## config.mk

```make
export PLATFORM = sky130hd
export DESIGN_NAME = pipe4_alu_param
export DESIGN_NICKNAME = d
export VERILOG_FILES = /design/src/rtl/pipe4_pkg.sv /design/src/rtl/pipe4_alu_param_alu.sv /design/src/rtl/pipe4_alu_param.sv
export SDC_FILE = /design/constraint.sdc
export NUM_CORES = 1
export LEC_CHECK = 0
export CAP_MARGIN = 20
export CORE_MARGIN = 3
export CORE_UTILIZATION = 23
export CTS_BUF_LIST = sky130_fd_sc_hd__clkbuf_2
export DETAILED_ROUTE_END_ITERATION = 8
export GPL_TIMING_DRIVEN = 0
export SYNTH_ARGS = -nofsm -noshare
export SYNTH_HDL_FRONTEND = slang
export SYNTH_SLANG_ARGS = --single-unit
```

## constraint.sdc

```tcl
create_clock -name clk -period 8.1 [get_ports clk]
set_clock_uncertainty 0.15 [all_clocks]
set_input_delay 1.62 -clock clk [delete_from_list [all_inputs] [get_ports clk]]
set_output_delay 1.62 -clock clk [all_outputs]
set_load 0.1 [all_outputs]
```

## src/rtl/pipe4_pkg.sv

```systemverilog
// pipe4_pkg: ALU function codes and the S1 stage-register layout shared by pipe4_alu_param.
// Stage fields are sized for the widest supported build (DATA_W <= 32, NREG <= 256, MEM_DEPTH <= 65536).
package pipe4_pkg;

    localparam int DATA_MAX = 32;
    localparam int RA_MAX   = 8;
    localparam int MA_MAX   = 16;

    typedef enum logic [3:0] {
        F_ADD  = 4'd0,
        F_SUB  = 4'd1,
        F_MUL  = 4'd2,
        F_SELA = 4'd3,
        F_SELB = 4'd4,
        F_AND  = 4'd5,
        F_OR   = 4'd6,
        F_XOR  = 4'd7,
        F_NEGA = 4'd8,
        F_NEGB = 4'd9,
        F_SRA  = 4'd10,
        F_SLA  = 4'd11
    } alu_func_t;

    typedef struct packed {
        logic                valid;
        logic [RA_MAX-1:0]   rd;
        logic [MA_MAX-1:0]   addr;
        alu_func_t           func;
        logic [DATA_MAX-1:0] a;
        logic [DATA_MAX-1:0] b;
    } stage_t;

endpackage

```

## src/rtl/pipe4_alu_param_alu.sv

```systemverilog
// pipe4_alu: purely combinational ALU, y = func(a, b), all arithmetic wraps modulo 2^DATA_W.
module pipe4_alu
    import pipe4_pkg::*;
#(
    parameter int DATA_W = 16
) (
    input  logic [DATA_W-1:0] a,
    input  logic [DATA_W-1:0] b,
    input  logic [3:0]        func,
    output logic [DATA_W-1:0] y
);

    always_comb begin
        y = '0;
        case (func)
            F_ADD:   y = a + b;
            F_SUB:   y = a - b;
            F_MUL:   y = a * b;   // context width keeps only the low DATA_W product bits
            F_SELA:  y = a;
            F_SELB:  y = b;
            F_AND:   y = a & b;
            F_OR:    y = a | b;
            F_XOR:   y = a ^ b;
            F_NEGA:  y = -a;
            F_NEGB:  y = -b;
            F_SRA:   y = a >> 1;
            F_SLA:   y = a << 1;
            default: y = '0;
        endcase
    end

endmodule

```

## src/rtl/pipe4_alu_param.sv

```systemverilog
// pipe4_alu_param: 4-stage register-read / ALU / write-back / store pipeline with RAW hazard handling.
// Build option: define FORWARD_EN for full operand bypass; otherwise hazards stall the input.
module pipe4_alu_param
    import pipe4_pkg::*;
#(
    parameter  int DATA_W    = 16,
    parameter  int NREG      = 16,
    parameter  int MEM_DEPTH = 256,
    localparam int RA_W      = $clog2(NREG),
    localparam int MA_W      = $clog2(MEM_DEPTH)
) (
    input  logic              clk,
    input  logic              rst,
    input  logic              in_valid,
    output logic              in_ready,
    input  logic [RA_W-1:0]   rs1,
    input  logic [RA_W-1:0]   rs2,
    input  logic [RA_W-1:0]   rd,
    input  logic [3:0]        func,
    input  logic [MA_W-1:0]   addr,
    output logic [DATA_W-1:0] z,
    output logic              z_valid
);

    logic [DATA_W-1:0] regbank [NREG];
    logic [DATA_W-1:0] mem     [MEM_DEPTH];

    stage_t            s1_q;
    logic              s2_valid;
    logic [RA_W-1:0]   s2_rd;
    logic [MA_W-1:0]   s2_addr;
    logic              s3_valid;
    logic [MA_W-1:0]   s3_addr;
    logic [DATA_W-1:0] s3_data;

    logic [DATA_W-1:0] s1_a, s1_b, alu_y;
    logic [DATA_W-1:0] op_a, op_b;
    logic              a_s1, a_s2, b_s1, b_s2;
    logic              accept;
    logic              unused_stage;

    assign s1_a = s1_q.a[DATA_W-1:0];
    assign s1_b = s1_q.b[DATA_W-1:0];

    // Upper stage-field bits exist only for wider builds.
    assign unused_stage = ^s1_q;

    pipe4_alu #(.DATA_W(DATA_W)) u_alu (
        .a    (s1_a),
        .b    (s1_b),
        .func (s1_q.func),
        .y    (alu_y)
    );

    // A write is pending while its producer sits in S1 (not yet computed) or S2 (in z, not yet in regbank).
    assign a_s1 = s1_q.valid && (s1_q.rd[RA_W-1:0] == rs1);
    assign a_s2 = s2_valid   && (s2_rd == rs1);
    assign b_s1 = s1_q.valid && (s1_q.rd[RA_W-1:0] == rs2);
    assign b_s2 = s2_valid   && (s2_rd == rs2);

    // Handshake: an instruction is taken on any rising edge where in_valid && in_ready;
    // in_ready depends only on rs1/rs2 and the S1/S2 state, never on in_valid.
`ifdef FORWARD_EN
    always_comb begin
        op_a = regbank[rs1];
        op_b = regbank[rs2];
        // S1 is the younger producer, so it takes priority over z.
        if (a_s1)      op_a = alu_y;
        else if (a_s2) op_a = z;
        if (b_s1)      op_b = alu_y;
        else if (b_s2) op_b = z;
    end
    assign in_ready = 1'b1;
`else
    assign op_a     = regbank[rs1];
    assign op_b     = regbank[rs2];
    assign in_ready = !(a_s1 || a_s2 || b_s1 || b_s2);
`endif

    assign accept  = in_valid && in_ready;
    assign z_valid = s2_valid;

    always_ff @(posedge clk) begin
        if (rst) begin
            s1_q     <= '0;
            s2_valid <= 1'b0;
            s2_rd    <= '0;
            s2_addr  <= '0;
            z        <= '0;
            s3_valid <= 1'b0;
            s3_addr  <= '0;
            s3_data  <= '0;
        end else begin
            s1_q.valid <= accept;
            if (accept) begin
                s1_q.rd   <= RA_MAX'(rd);
                s1_q.addr <= MA_MAX'(addr);
                s1_q.func <= alu_func_t'(func);
                s1_q.a    <= DATA_MAX'(op_a);
                s1_q.b    <= DATA_MAX'(op_b);
            end
            s2_valid <= s1_q.valid;
            if (s1_q.valid) begin
                z       <= alu_y;
                s2_rd   <= s1_q.rd[RA_W-1:0];
                s2_addr <= s1_q.addr[MA_W-1:0];
            end
            s3_valid <= s2_valid;
            if (s2_valid) begin
                s3_addr <= s2_addr;
                s3_data <= z;
            end
        end
    end

    // Storage is not reset; a reset edge only suppresses the write scheduled for it.
    always_ff @(posedge clk) begin
        if (!rst && s2_valid) regbank[s2_rd] <= z;
        if (!rst && s3_valid) mem[s3_addr]   <= s3_data;
    end

endmodule

```

# [After elaboration in Yosys (flattened, before gate mapping)]
# Memory sizes are Yosys's and may differ from the RTL's. A register that Yosys moved wholly into a read port is not among the register bits.
# Cells that the tools add are included.
# W data, S select, Z words.
[classes] n_mul=1 addsub=4 n_eq_ne=15 reduce_logical=12 bitwise_logic=3 mux=3
[ops] op="$pmux W16 S12" n=1
[ops] op="$neg A16 Y16" n=2
[ops] op="$add A16 B16 Y16" n=1
[ops] op="$and A16 B16 Y16" n=1
[ops] op="$eq A4 B3 Y1 const B" n=4
[ops] op="$eq A4 B4 Y1" n=4
[ops] op="$eq A4 B4 Y1 const B" n=4
[ops] op="$mul A16 B16 Y16" n=1
[ops] op="$or A16 B16 Y16" n=1
[ops] op="$sub A16 B16 Y16" n=1
[ops] op="$xor A16 B16 Y16" n=1
[ops] op="$eq A4 B2 Y1 const B" n=2
[ops] op="$logic_and A1 B1 Y1" n=6
[ops] op="$eq A4 B1 Y1 const B" n=1
[ops] op="$logic_not A4 Y1" n=1
[ops] op="$logic_or A1 B1 Y1" n=3
[ops] op="$logic_not A1 Y1" n=2
[ops] op="$mux W1" n=2
[totals] elab_cells=45 ram_bits=256 ff_bits=30 memories=1
[mem_list] name="regbank" words=16 width=16 rd=2 rd_ports_with_merged_regs=2 wr=1 line="pipe4_alu_param.sv:25" text="logic [DATA_W-1:0] regbank [NREG];"

# [Depth between registers and ports, before layout]
# Gate-level depths: netlist of the first run.
[logic_depth] word_depth=7 depth_mapped=23

# [By module]
# From an unflattened synthesis of the first run, not the netlist that was laid out.
[unflattened] cells_unflattened=1704 hier_area_um2=21075.2
[modules_own_cells] mod="pipe4_alu_param" area_per_inst_um2=14321.2 cells_each=793 instances=1
[modules_own_cells] mod="pipe4_alu" area_per_inst_um2=6754.0 cells_each=911 instances=1

# [Least setup slack after synthesis of the first run]
# No wires, ideal clock.
[synth_path] path_kind="flip-flop to flip-flop" start="register, netlist name s1_a[5]" end="register z[14]" path_slack_ps=2399 synth_period_minus_slack_ps=5701 arrival_ps=5421 path_stages_with_launch=22 required_ps=7820 setup_time_ps=130 path_cell_list="dfxtp_1 buf_1 clkinv_1 nor2_1 fa_1 inv_1 fa_1 fa_1 fa_1 inv_1 fa_1 inv_1 fa_1 inv_1 ha_1 and3_1 a21oi_1 o21ai_0 o41ai_1 xnor2_1 a211oi_1 a211oi_1"
[synth_via] elab_chain_len=2 word_cells_on_any_way=5 classes_between="add/sub: 3; mul: 1; mux: 1"
[synth_rtl] element="$mul A16 B16 Y16, or another cell as far along" line="pipe4_alu_param_alu.sv:18" text="F_MUL: y = a * b;"
[synth_rtl] element="$pmux W16 S12 *" line="pipe4_alu_param_alu.sv:15" text="case (func)"
[synth_rtl] element="to (signal assigned)" line="pipe4_alu_param.sv:104" text="z <= alu_y;"
[synth_rtl] element="to (decl)" line="pipe4_alu_param.sv:21" text="output logic [DATA_W-1:0] z,"
# Every way passes the cells marked *; elsewhere a longest branch is shown, timed or not.
# A chain may end at the register's enable or synchronous reset.

# [Worst setup path in the final report of the first run]
[layout_path] start="register, netlist name s1_a[5]" end="register z[14]"
[layout_via] elab_chain_len=2 word_cells_on_any_way=5 classes_between="add/sub: 3; mul: 1; mux: 1"
[layout_rtl] element="$mul A16 B16 Y16, or another cell as far along" line="pipe4_alu_param_alu.sv:18"
[layout_rtl] element="$pmux W16 S12 *" line="pipe4_alu_param_alu.sv:15"
# Marked as above.

==> metrics.md, run 1 <==
| Metric | Value |
|---|---|
| Routability congestion estimate | `0.953` |
| Endpoints failing setup | `0` |
| Net Count, Synth | `roughly 1.9k` |
| DR vias | `about 15k` |
| Syn-to-layout area delta | `14.5%` |
| Slew @ Worst Pin | `1.11 ns` |
| Final worst-path cycle share | `0.889` |
| Pins Over Slew Limit | `0` |
| Post-Syn Area | `20800 um^2` |
| Iter 0 DRT Violations | `1558` |
| Hold path start | `z[2]` |
| CP Buf/Inv Count | `6` |
| Die area | `94000 um^2` |
| Routed Antenna Nets | `0` |
| Total global routing track utilization | `0.140` |
| Core Area | `slightly below 90000 um^2` |
| Adder-cell area share of the yosys netlist | `0.137` |
| CTS H-tree lvls | `3` |
| RSZ-0062 raised after global routing | `no` |
| Min Tclk post-route | `slightly above 7 ns` |
| Routed length per instance | `22.0 um` |
| Synth Flop Type | `edfxtp_1` |
| Setup slack, reg-to-reg | `0.90 ns` |
| Die width | `307 um` |
| Setup_tns | `0 ns` |
| Syn. warnings | `0` |
| Critical-path cell list | `buf_1, clkinv_1, nor2_1, fa_1, inv_1, fa_1, fa_1, fa_1, inv_1, fa_1, inv_1, fa_1, inv_1, ha_1, and3_1, a21oi_1, o21ai_0, o41ai_1, xnor2_1, a211oi_1, a211oi_1` |
| Cell mode on critical path | `fa_1` |
| Complex-gate fraction of the synthesized area | `0.0591` |
| Hpwl dp | `49200 um` |
| CP arrival | `7.86 ns` |
| Largest net degree at the start of global routing | `20` |
| Simple-gate share of the synthesized area | `0.0813` |
| Number of fillers in the final layout | `~9.3k` |
| Area leader, netlist | `edfxtp_1` |
| Number of vias per cell | `roughly 5` |
| EDFF count, synth | `256` |
| Vias in the first global route | `14.7k` |
| Worst path top cell family by delay | `adder cells` |
| Hold WS | `0.440 ns` |
| Die height | `307 um` |
| CP required | `8.76 ns` |
| Slowest CP cell | `buf_1` |
| Final hold viol count | `0` |
| Largest family of logic cells by synthesized area | `multiplexers` |
| Max clock buf depth | `3` |
| Post-synthesis xor/xnor area fraction | `0.0428` |
| CP max FO | `10` |
| Worst Setup SP | `s1_a[5]` |
| Final setup margin | `between 0.8 and 0.9 ns` |
| Initial antenna violation count | `1` |
| Mapped Avg Cell Area | `12.6 um^2` |
| Largest stage delay, worst path | `0.61 ns` |
| Seq/Total Area, Yosys | `0.430` |
| Hold Buf Count CTS | `0` |
| Lkg Pwr | `8.50 nW` |
| CTS root buf | `clkbuf_2` |
| Drt first pass iters | `7` |
| Most frequent cell after synthesis | `edfxtp_1` |
| CP Capture Type | `flop` |
| Yosys reg bits | `318` |
| Port Buffer Count | `29` |
| Drt drc | `0` |
| Clk slew on worst S/H paths | `0.12 ns` |
| Highest clock rate | `0.139 GHz` |
| WS Path Type | `flop to flop` |
| Unique masters post-synth | `67` |
| I/O pin count | `45` |
| Peak supply drop | `0.000113 V` |
| Outcome | `completed` |
| Critical R2R Launch | `s1_a[5]` |
| Yosys top cell area share | `0.370` |
| Post-CTS sizing | `0` |
| Top cells by area, synth | `edfxtp_1 (37%), mux4_2 (17%), fa_1 (7.8%), dfxtp_1 (6.0%), ha_1 (5.9%)` |
| Worst slew margin | `0.256` |
| Routed wire length | `66400 um` |
| Initial Util | `0.234` |
| HP Class | `flop to flop` |
| CP startpoint kind | `flop` |
| First-pass GRT wire length | `approximately 97000 um` |
| Pre-CTS WS | `0.936 ns` |
| Mux cell area share after synthesis | `0.202` |
| Top post-synthesis cells by count | `edfxtp_1 (256), nor2_1 (172), mux4_2 (160), inv_1 (143), nand2_1 (120)` |
| Async S/R FF share, synth | `0` |
| TritonCTS clock tree | `built` |
| Worst-Skew Late Latency | `between 1 and 1.5 ns` |
| CTS Sinks | `about 320` |
| Grt ovf | `0` |
| Cells after Synth | `1649` |
| Row count | `109` |
| Number of max-cap violations | `0` |
| Final net count | `between 1.5k and 2k` |
| PD cells | `167 nW/um^2` |
| Inserted Clock Buffers | `80` |
| Post-CTS Setup Inserts | `0` |
| Layout cells sized above 1 | `0.191` |
| Finished Core Util | `0.268` |
-- cell families after synthesis --
group                    count (synthesis)
AND/OR/NAND/NOR                        388
flip-flops                             318
buffers and inverters                  261
multiplexers                           219
AO/OA/AOI/OAI                          184
adder cells (fa/ha/maj)                179
XOR/XNOR                               100
-- power by group --
group          leakage (nW)  switching, mW  total (mW)  internal (mW)
Sequential             2.87         0.0715        1.88           1.81
Clock                 0.535          0.675        1.07          0.393
Combinational          5.09          0.638        1.03          0.388
Total                  8.50           1.38        3.97           2.59
-- placed cells by master (no fill, tap or decap), types with 8 or more instances in the layout --
master           instances
fa_1                    81
xor2_1                  14
inv_1                  143
a221oi_1                 8
clkdlybuf4s50_1         29
nand3_1                 15
o21ai_0                 28
buf_1                   33
a211oi_1                13
edfxtp_1               256
ha_1                    98
dfxtp_1                 62
mux2i_1                 59
buf_8                   16
a21oi_1                 52
nor2_2                  12
nor2_1                 160
nor3_1                  24
clkbuf_2               117
o22ai_1                  8
mux4_2                 160
buf_6                    8
nand2b_1                 8
xnor2_1                 85
nand2_1                120
a22oi_1                 11
clkbuf_1                69
clkinv_1                22
-- flip-flops by register name (all words and copies together), names as in the netlist --
name / cells
s1_b: 16
z_valid: 1
s1_a: 16
z: 16
s2_rd: 4
regbank: 256
s1_q: 9
-- layer usage --
metal / part of all wire / global-route usage / vias to the layer above
met2: 0.46 / 0.221 / 766
li1: - / - / 6367
met4: 0.037 / 0.0565 / 0
met1: 0.41 / 0.185 / 7490
met5: 0 / 0 / -
met3: 0.093 / 0.0340 / 143
-- area by class of cell --
cell class | count | area, um^2 | area share
inverter | 152 | 571 | 0.0240
sequential | 318 | 8930 | 0.375
multi-input combinational | 1070 | 10900 | 0.458
antenna | 1 | 2.50 | 0.000105
buffer | 109 | 427 | 0.0179
timing repair buffer | 61 | 800 | 0.0336
clock inverter | 22 | 115 | 0.00484
tap | 1165 | 1460 | 0.0613
clock buffer | 117 | 586 | 0.0246
-- path summary, 6_finish.rpt --
| kind | endpoint | depth (start not counted) |
|---|---|---|
| hold reg to reg | regbank[3][2] | 0 |
| hold / removal | regbank[3][2] | 0 |
| setup reg to reg | z[14] | 21 |
| setup / recovery | z[14] | 21 |
-- worst register-to-register path: cells and delay by family, from the launching register on --
| family | cells | cell delay, ns |
|---|---|---|
| xor gates and xnor gates | 1 | 0.19 |
| DFF | 1 | 0.53 |
| and+or+nand+nor | 2 | 0.41 |
| adders and majority gates | 7 | 3.32 |
| AOI/OAI and AO/OA | 5 | 1.18 |
| buffers and inverters | 6 | 1.38 |
-- metrics by stage --
step | power (mW) | cells | cell area [um^2]
after floorplan | 2.59 | 1649 | 20800
final | 3.97 | 3015 | 23800
after detailed placement | 2.92 | 2869 | 23000
after CTS | 3.99 | 3008 | 23700
after global routing | 4.18 | 3015 | 23800
after global placement | 2.91 | 2843 | 22500
No activity file was read; power rests on OpenSTA's default activity.
==> run 2, diff against run 1 <==
Settings changed: CAP_MARGIN 20 to default, CORE_ASPECT_RATIO from default to 2, SYNTH_HIERARCHICAL from default to 1.
==> metrics.md, run 2 <==
| Metric | Value |
|---|---|
| Core Area | `around 91000 um^2` |
| Cells after Synth | `1704` |
| Highest clock rate | `0.129 GHz` |
| Multi-input logic area | `11100 um^2` |
| Top cells by area, synth | `edfxtp_1 (36%), mux4_2 (14%), fa_1 (7.7%), dfxtp_1 (5.9%), ha_1 (5.8%)` |
| Synth Flop Type | `edfxtp_1` |
| Final hold viol count | `0` |
| Reg power frac | `0.498` |
| Final worst-path cycle share | `0.956` |
| DR vias | `14.9k` |
| Initial antenna violation count | `1` |
| Port Buffer Count | `36` |
| Post-CTS Setup Inserts | `0` |
| Most common cell after layout, fill and taps aside | `edfxtp_1` |
| Routed Antenna Nets | `0` |
| HP Class | `flop to flop` |
| Hold Buf Count CTS | `0` |
| EDFF count, synth | `256` |
| First-pass GRT wire length | `roughly 110000 um` |
| Peak supply drop | `0.000108 V` |
| Die height | `434 um` |
| Syn-to-layout area delta | `12.8%` |
| Seq/Total Area, Yosys | `0.424` |
| RSZ-0062 raised after global routing | `no` |
| Non-filler cells, final | `3046` |
| Area leader, netlist | `edfxtp_1` |
| Number of fillers in the final layout | `about 9.6k` |
| P_int | `roughly 2.5 mW` |
| Comb power frac | `0.267` |
| Yosys top cell area share | `0.365` |
| Slew @ Worst Pin | `around 1.2 ns` |
| Most flop-heavy register | `regbank` |
| CP arrival | `between 8 and 9 ns` |
| CP startpoint kind | `flop` |
| Clock Power Share | `0.235` |
| Pre-CTS WS | `0.560 ns` |
| Drt first pass iters | `5` |
| Initial Util | `0.233` |
| Hpwl dp | `60300 um` |
| Net Count, Synth | `around 1.9k` |
| Most frequent cell after synthesis | `edfxtp_1` |
| Syn. warnings | `6` |
| Inserted Clock Buffers | `58` |
| TritonCTS clock tree | `built` |
| Drt drc | `0` |
| Setup_tns | `0 ns` |
| CP Capture Type | `flop` |
| Max clock buf depth | `3` |
| Placed cell area | `23300 um^2` |
| I/O pin count | `45` |
| Final net count | `between 2k and 2.5k` |
| Pins Over Slew Limit | `0` |
| Routability congestion estimate | `between 1 and 1.5` |
| DP Cell Count | `a little under 3k` |
| Max reg flops | `256` |
| Outcome | `completed` |
| CTS Sinks | `approximately 320` |
| Number of vias per cell | `4.90` |
| Layout cells sized above 1 | `0.184` |
| Row count | `156` |
| P_sw | `1.33 mW` |
| Number of max-cap violations | `0` |
| Yosys reg bits | `318` |
| FF/Latch Area | `8930 um^2` |
| Final setup margin | `0.355 ns` |
| Vias in the first global route | `16.4k` |
| Min Tclk post-route | `around 7.7 ns` |
| Switching Fraction | `0.350` |
| Post-Syn Area | `21100 um^2` |
| CP max FO | `10` |
| Async S/R FF share, synth | `0` |
| PD cells | `160 nW/um^2` |
| Routed wire length | `75700 um` |
| Endpoints failing setup | `0` |
| Mapped Avg Cell Area | `between 10 and 15 um^2` |
| WS Path Type | `flop to flop` |
| Commonest cells after routing, fill and taps aside | `edfxtp_1 (256), inv_1 (141), nor2_1 (132)` |
| Top post-synthesis cells by count | `edfxtp_1 (256), nor2_1 (144), inv_1 (141), mux4_2 (128), nand2_1 (111)` |
| Worst-Skew Late Latency | `1.04 ns` |
| Lkg Pwr | `8.45 nW` |
| CP required | `8.89 ns` |
| Worst slew margin | `0.148` |
| CTS root buf | `clkbuf_2` |
| Grt ovf | `0` |
| Power, Total | `3.81 mW` |
| Post-CTS sizing | `0` |
| Die width | `roughly 220 um` |
| Largest net degree at the start of global routing | `19` |
| Unique masters post-synth | `68` |
| Post-route design area | `between 20000 and 25000 um^2` |
| Clk slew on worst S/H paths | `about 0.14 ns` |
| Total global routing track utilization | `0.158` |
| Routed length per instance | `24.9 um` |
| Iter 0 DRT Violations | `881` |
| Die area | `~96000 um^2` |
| CTS H-tree lvls | `2` |
## run 2: final cells by class
| type | count | area share |
|---|---|---|
| multi-input cells | 1124 | 0.467 |
| flip-flops and latches | 318 | 0.376 |
| well taps | 1185 | 0.0624 |
| repair buffers | 57 | 0.0279 |
| inverters | 150 | 0.0237 |
| plain buffers | 112 | 0.0226 |
| clock buffers | 91 | 0.0192 |
| clock inverters | 8 | 0.00126 |
| diodes | 1 | 0.000105 |
## run 2: worst max-delay path, stage by stage (launching register included)
cell and delay (ns):
dfxtp_1 0.62, clkbuf_1 0.69, clkinv_1 0.60, nor2_1 0.26, fa_1 0.24, inv_1 0.07, fa_1 0.44, fa_1 0.52
fa_1 0.55, inv_1 0.05, fa_1 0.47, inv_1 0.05, fa_1 0.47, inv_1 0.04, ha_1 0.36, a21oi_1 0.19
inv_1 0.05, a221oi_1 0.54, a21oi_1 0.20, xnor2_1 0.19, o221ai_1 0.64, mux2i_1 0.16, nor2_1 0.12
## run 2: path summary, 6_finish.rpt
path	start	end	slack, ns	cells past startpoint
max	s1_a[3]	z[15]	0.35	22
min	s1_q[64]	s1_q[64]	0.35	2
max reg2reg	s1_a[3]	z[15]	0.35	22
min reg2reg	s1_q[64]	s1_q[64]	0.35	2
## run 2: power groups by stage
stage / logic [mW] / registers (mW) / clock network [mW]
after floorplan: 0.624 / 1.96 / 0
after global routing: 1.08 / 1.91 / 0.991
after global placement: 0.995 / 1.93 / 0
after CTS: 1.01 / 1.90 / 0.930
final: 1.02 / 1.90 / 0.897
after detailed placement: 1.00 / 1.93 / 0
## run 2: routing by layer
metal,vias up,part of all wire,track usage
li1,6497,-,-
met1,7429,0.27,0.120
met2,647,0.58,0.321
met3,348,0.037,0.0175
met4,0,0.12,0.157
met5,-,0,0
## run 2: metrics by stage
step / hold slack [ns] / util
floorplan: 0.298 / -
global placement: 0.316 / 0.253
detailed placement: 0.337 / 0.257
CTS: 0.358 / 0.262
global route: 0.410 / 0.263
finish: 0.349 / 0.263
## run 2: kinds of logic after synthesis
group,count (synthesis),share of synthesized area
buf+inv,262,0.0522
mux,190,0.173
fa+ha+maj,179,0.135
flops,318,0.424
simple gates,402,0.0903
compound gates,252,0.0834
xor+xnor,101,0.0420
==> run 3, diff against run 2 <==
Settings changed: SETUP_SLACK_MARGIN from default to 0.1.
==> results of run 3 <==
Final layout, timing and power as in run 2 (identical DEF).
